**src/rtl/trig_pkg.sv**
```systemverilog
// Shared definitions for the multi-buffer trigger handler: FSM state
// encoding, holdoff counter width and the buffer-index width helper.
package trig_pkg;

    typedef enum logic [1:0] {
        ST_IDLE    = 2'd0,
        ST_ACCEPT  = 2'd1,
        ST_HOLDOFF = 2'd2
    } state_t;

    // Holdoff values up to 255 fit in one byte.
    localparam int HOLD_CNT_W = 8;

    // Width of a buffer index; never narrower than one bit.
    function automatic int buf_idx_w(input int n);
        return (n > 1) ? $clog2(n) : 1;
    endfunction

endpackage

```
**src/rtl/holdoff_timer.sv**
```systemverilog
// Holdoff counter: start zeroes it, count advances it by one per clock,
// done flags that the final holdoff cycle has been reached.
module holdoff_timer
    import trig_pkg::*;
#(
    parameter int HOLDOFF = 16
) (
    input  logic clk,
    input  logic rst,
    input  logic start,
    input  logic count,
    output logic done
);

    localparam logic [HOLD_CNT_W-1:0] LAST = HOLD_CNT_W'(HOLDOFF - 1);

    logic [HOLD_CNT_W-1:0] cnt;

    // Cycle counter, restarted at zero each time a holdoff begins.
    always_ff @(posedge clk or posedge rst) begin
        if (rst) begin
            cnt <= '0;
        end else if (start) begin
            cnt <= '0;
        end else if (count) begin
            cnt <= cnt + HOLD_CNT_W'(1);
        end
    end

    assign done = (cnt == LAST);

endmodule

```
**src/rtl/multi_buffer_handler.sv**
```systemverilog
// Trigger handler for a ring of digitizer buffers: detects rising edges on
// the unmasked trigger sources, allocates the next buffer, issues a
// digitize pulse, enforces a holdoff window and counts dropped triggers.
module multi_buffer_handler
    import trig_pkg::*;
#(
    parameter int NUM_BUF = 4,
    parameter int NUM_SRC = 4,
    parameter int HOLDOFF = 16,
    localparam int IDX_W  = buf_idx_w(NUM_BUF)
) (
    input  logic               clk250_i,
    input  logic               rst_i,
    input  logic [NUM_SRC-1:0] trig_i,
    input  logic [NUM_SRC-1:0] src_mask_i,
    input  logic               clear_i,
    input  logic [IDX_W-1:0]   clear_buffer_i,
    output logic               digitize_o,
    output logic [IDX_W-1:0]   digitize_buffer_o,
    output logic [NUM_SRC-1:0] digitize_source_o,
    output logic [NUM_BUF-1:0] buffer_status_o,
    output logic [NUM_BUF-1:0] HOLD_o,
    output logic               dead_o,
    output logic [15:0]        drop_count_o
);

    state_t             state;
    logic [IDX_W-1:0]   wr_ptr;
    logic [NUM_BUF-1:0] held;
    logic [NUM_BUF-1:0] clr_mask;
    logic [NUM_BUF-1:0] held_cleared;
    logic [NUM_BUF-1:0] wr_onehot;
    logic [NUM_SRC-1:0] trig_p0;
    logic [NUM_SRC-1:0] trig_p1;
    logic [NUM_SRC-1:0] edge_vec;
    logic               any_edge;
    logic               accept;
    logic               dead_nxt;
    logic               hold_done;

    // Sample the trigger levels once, then keep one cycle of history.
    always_ff @(posedge clk250_i or posedge rst_i) begin
        if (rst_i) begin
            trig_p0 <= '0;
            trig_p1 <= '0;
        end else begin
            trig_p0 <= trig_i;
            trig_p1 <= trig_p0;
        end
    end

    assign edge_vec = trig_p0 & ~trig_p1 & ~src_mask_i;
    assign any_edge = |edge_vec;

    // A clear takes effect before the allocation check of the same cycle.
    always_comb begin
        clr_mask = '0;
        if (clear_i) begin
            clr_mask = NUM_BUF'(1) << clear_buffer_i;
        end
        wr_onehot    = NUM_BUF'(1) << wr_ptr;
        held_cleared = held & ~clr_mask;
    end

    assign accept = (state == ST_IDLE) && any_edge && !held_cleared[wr_ptr];

    // On accept the FSM leaves IDLE, so dead is high regardless of the
    // next buffer; otherwise wr_ptr is unchanged and its cleared status
    // decides.
    assign dead_nxt = accept
                    || (state == ST_ACCEPT)
                    || ((state == ST_HOLDOFF) && !hold_done)
                    || held_cleared[wr_ptr];

    holdoff_timer #(
        .HOLDOFF (HOLDOFF)
    ) u_holdoff_timer (
        .clk   (clk250_i),
        .rst   (rst_i),
        .start (state == ST_ACCEPT),
        .count (state == ST_HOLDOFF),
        .done  (hold_done)
    );

    // Trigger FSM with buffer allocation and all registered outputs.
    always_ff @(posedge clk250_i or posedge rst_i) begin
        if (rst_i) begin
            state             <= ST_IDLE;
            wr_ptr            <= '0;
            held              <= '0;
            digitize_o        <= 1'b0;
            digitize_buffer_o <= '0;
            digitize_source_o <= '0;
            dead_o            <= 1'b0;
            drop_count_o      <= '0;
        end else begin
            digitize_o <= 1'b0;
            dead_o     <= dead_nxt;
            held       <= held_cleared;
            case (state)
                ST_IDLE: begin
                    if (accept) begin
                        held              <= held_cleared | wr_onehot;
                        digitize_o        <= 1'b1;
                        digitize_buffer_o <= wr_ptr;
                        digitize_source_o <= edge_vec;
                        wr_ptr            <= wr_ptr + IDX_W'(1);
                        state             <= ST_ACCEPT;
                    end else if (any_edge && (drop_count_o != 16'hFFFF)) begin
                        drop_count_o <= drop_count_o + 16'd1;
                    end
                end
                ST_ACCEPT: begin
                    state <= ST_HOLDOFF;
                end
                ST_HOLDOFF: begin
                    if (hold_done) begin
                        state <= ST_IDLE;
                    end
                end
                default: begin
                    state <= ST_IDLE;
                end
            endcase
        end
    end

    assign buffer_status_o = held;
    assign HOLD_o          = held;

endmodule

```
**config.mk**
```make
export PLATFORM = sky130hd
export DESIGN_NAME = multi_buffer_handler
export DESIGN_NICKNAME = d
export VERILOG_FILES = /design/src/rtl/trig_pkg.sv /design/src/rtl/holdoff_timer.sv /design/src/rtl/multi_buffer_handler.sv
export SDC_FILE = /design/constraint.sdc
export NUM_CORES = 1
export LEC_CHECK = 0
export BUFFER_PORTS_ARGS = -buffer_cell sky130_fd_sc_hd__buf_2
export CAP_MARGIN = 20
export CORE_MARGIN = 2
export CORE_UTILIZATION = 45
export DETAILED_ROUTE_END_ITERATION = 7
export GPL_TIMING_DRIVEN = 0
export PLACE_DENSITY = 0.74
export SYNTH_ARGS = -nofsm -noshare
export SYNTH_HDL_FRONTEND = slang
export SYNTH_HIERARCHICAL = 1
export SYNTH_SLANG_ARGS = --single-unit
```
**constraint.sdc**
```tcl
create_clock -name clk250_i -period 2.6 [get_ports clk250_i]
set_clock_uncertainty 0.15 [all_clocks]
set_input_delay 0.39 -clock clk250_i [delete_from_list [all_inputs] [get_ports clk250_i]]
set_output_delay 0.39 -clock clk250_i [all_outputs]
set_load 0.02 [all_outputs]
```
==> results.ini <==
[timing]
tightest_slew_ns = 0.808
max_slew_margin_pct = 46.0
rsz0062_at_grt = false
timing.fmax_mhz = 420
finalSetupViolations = 0
post-route-period-util_pct = 91.7
fin_crit_ns = 2.38
slew_violations = 0
fin_tns_setup_ns = 0
hold_viol = 0

[cts]
cts.clk_slew.worst_paths_ns = 0.08
cts_tree = done
root_buffer = clkbuf_8
cts-resized-gates = 0
cts.sinks = 48
cts_buffer_depth = 2
hold_buffers = 1
cts_inserted_buffers = 5
post-cts-setup-buffers = 0
worstSkewPairLatency_ns = 0.29
htree_levels = 2

[synth]
synth_top_area_share_pct = 55.6
netlist_instances = 184
yosysSeqAreaShare_pct = 55.6
syn_area_um2 = 2160
yosys-top-cells-area = dfrtp_1 (56%), xor2_1 (6.9%), mux2_2 (4.2%)
synth_top_area_cell = dfrtp_1
synthDistinctLibCells = 35
syn-num-nets = 203
ys_warn_count = 6
ys_ff_latch = 48
avgSynthCellArea_um2 = 11.8

[power]
worst_ir_drop_vdd_v = 0.000564
internal-power_mw = 1.68
sequentialPowerShare_pct = 42.4
p_sw_share_pct = 34.1
power.switching_mw = 0.870
leakagePower_nw = 1.32
comb_power_share_pct = 33.6
clkPwrFrac_pct = 24.0
p_per_area_nw_per_um2 = 986

[global_route]
grt_max_degree = 41
antenna_found_initial = 0
grt_first_pass_wirelength_mm = 6.21
grt_usage_pct = 15.1
globalRouteOverflowTotal = 0
first_global_vias = 1349

[detailed_routing]
post_drt_via_cell_ratio = 5.24
routed_wl_mm = 3.79
drt_iter0_markers = 56
num_vias = 1521
firstDrtPassIters = 4
ant_nets = 0
wl_per_cell_um = 13.1
drc = 0

[layout]
register_area_um2 = 1200
nFillCells = 412
multi_input_area_um2 = 867
antenna_cells = 0
fin_util_pct = 55.2
syn_to_final_growth_pct = 19.7
drive_above_1_share_pct = 30.9
nets = 255

[floorplanning]
die_w_um = 73.3
rows = 25
initial_core_util_pct = 46.1
pin_count = 45
die_h_um = 73.3
die-area_um2 = 5380
core_um2 = 4690

[worst_setup_path]
crit_buf_inv = 1
worstPathArrival_ns = 2.42
cp-end-kind = register
crit_type = reg2reg
critPathMaxStageDelay_ns = 0.74
critical-path-top-delay-family = compound AO/OA/AOI/OAI gates
critPathMaxFanout = 10
cp-start-kind = register
worstPathRequired_ns = 2.63
cp_cell_sequence = nor3b_1 -> o41ai_1 -> a2111o_1 -> buf_4 -> mux2_2
cp_slowest_cell = o41ai_1

[place]
port_buffers = 44
dp_hpwl_mm = 2.80
gp_congestion = 0.771

[worst_hold_path]
hold_class = in2reg

[status]
status = complete, no violations

[run]
cap_viol_max_count = 0

==> cell usage in the layout (no fill, tap or decap), types with 3 or more instances in the layout <==
| master | n |
|---|---|
| or3_1 | 4 |
| xnor2_1 | 3 |
| nand4_1 | 7 |
| nor4_1 | 5 |
| a22o_1 | 4 |
| a21oi_1 | 3 |
| nor3b_1 | 4 |
| buf_2 | 44 |
| ha_1 | 6 |
| xor2_1 | 17 |
| dfrtp_1 | 48 |
| nor2_1 | 14 |
| nor2b_1 | 4 |
| o21ai_0 | 3 |
| clkbuf_8 | 5 |
| nand3_1 | 6 |
| nand2_1 | 10 |
| inv_1 | 5 |
| nor3_1 | 3 |
| buf_4 | 6 |
| mux2_2 | 8 |
==> flip-flops by register name (all words and copies together) (netlist names), 4 cells and up <==
name                 flops
drop_count_o            16
u_holdoff_timer/cnt      8
HOLD_o                   4
digitize_source_o        4
trig_p0                  4
trig_p1                  4
==> path summary, 6_finish.rpt <==
| kind | from | endpoint | slack (ns) | depth (start not counted) |
|---|---|---|---|---|
| max | trig_p0[1] | drop_count_o[1] | 0.22 | 5 |
| min | trig_i[1] | trig_p0[1] | 0.04 | 1 |
| max reg2reg | trig_p0[1] | drop_count_o[1] | 0.22 | 5 |
| min reg2reg | trig_p0[1] | trig_p1[1] | 0.22 | 0 |
| max in group asynchronous | rst_i | drop_count_o[9] | 1.13 | 3 |
| min in group asynchronous | rst_i | u_holdoff_timer/cnt[7] | 0.44 | 3 |
==> final cells by class <==
type,count,share of cell area [%]
Buffer,9,2.75
Clock buffer,5,2.66
Clock inverter,2,2.32
Inverter,6,0.870
Multi-Input combinational cell,121,33.5
Sequential cell,48,46.4
Tap cell,54,2.61
Timing Repair Buffer,45,8.89
==> cell usage after synthesis, drive strengths merged <==
cell	count
nor3b	4
a21oi	3
xor2	17
dfrtp	48
inv	6
mux2	8
nor2	15
nor3	5
o2111ai	1
o41ai	1
or3b	2
nand3	6
nand3b	2
a2111o	1
and4	2
and2	2
nand2	10
mux2i	1
nor2b	4
a221oi	2
a22o	4
and3	2
buf	8
xnor2	3
ha	6
nand4	7
o21ai	3
nor4	5
or3	4
a21o	1
clkbuf	1
==> worst register-to-register path, cell delays in order, from the launching register on <==
cell	delay [ns]
dfrtp_1	0.38
nor3b_1	0.15
o41ai_1	0.74
a2111o_1	0.29
buf_4	0.23
mux2_2	0.34
==> power groups by stage <==
stage / clock network, mW / registers (mW) / logic (mW)
after detailed placement: 0 / 1.10 / 0.867
final: 0.613 / 1.08 / 0.858
after global routing: 0.656 / 1.11 / 0.960
after floorplan: 0 / 1.19 / 0.528
after global placement: 0 / 1.09 / 0.853
after CTS: 0.633 / 1.08 / 0.874
==> cells by family (layout without fill, tap and decap cells) <==
group                      after synthesis  after routing  share of synthesized area, %
and+or+nand+nor                         70             70                          18.1
DFF                                     48             48                          55.6
xor gates and xnor gates                20             20                          8.10
AOI/OAI and AO/OA                       16             16                          5.79
buffers and inverters                   15             67                          4.34
muxes                                    9              9                          4.63
adders and majority gates                6              6                          3.47
==> routing by layer <==
metal	global-route usage [%]	vias to the layer above	part of all wire, %
li1	-	743	-
met3	4.66	6	4.2
met4	5.45	0	1.4
met5	0	-	0
met1	20.0	745	45
met2	23.6	27	49
==> metrics by stage <==
stage          cells  total power [mW]  hold slack [ns]  cell area, um^2  worst slack [ns]
3_3_place_gp     282              1.94            0.198             2450             0.125
2_1_floorplan    184              1.72           0.0557             2160             0.452
5_1_grt          290              2.73           0.0286             2590            0.0153
4_1_cts          290              2.59           0.0349             2590             0.182
6_report         290              2.55           0.0443             2590             0.217
3_5_place_dp     282              1.96            0.206             2450             0.136
(Power assumes the default switching activity.)
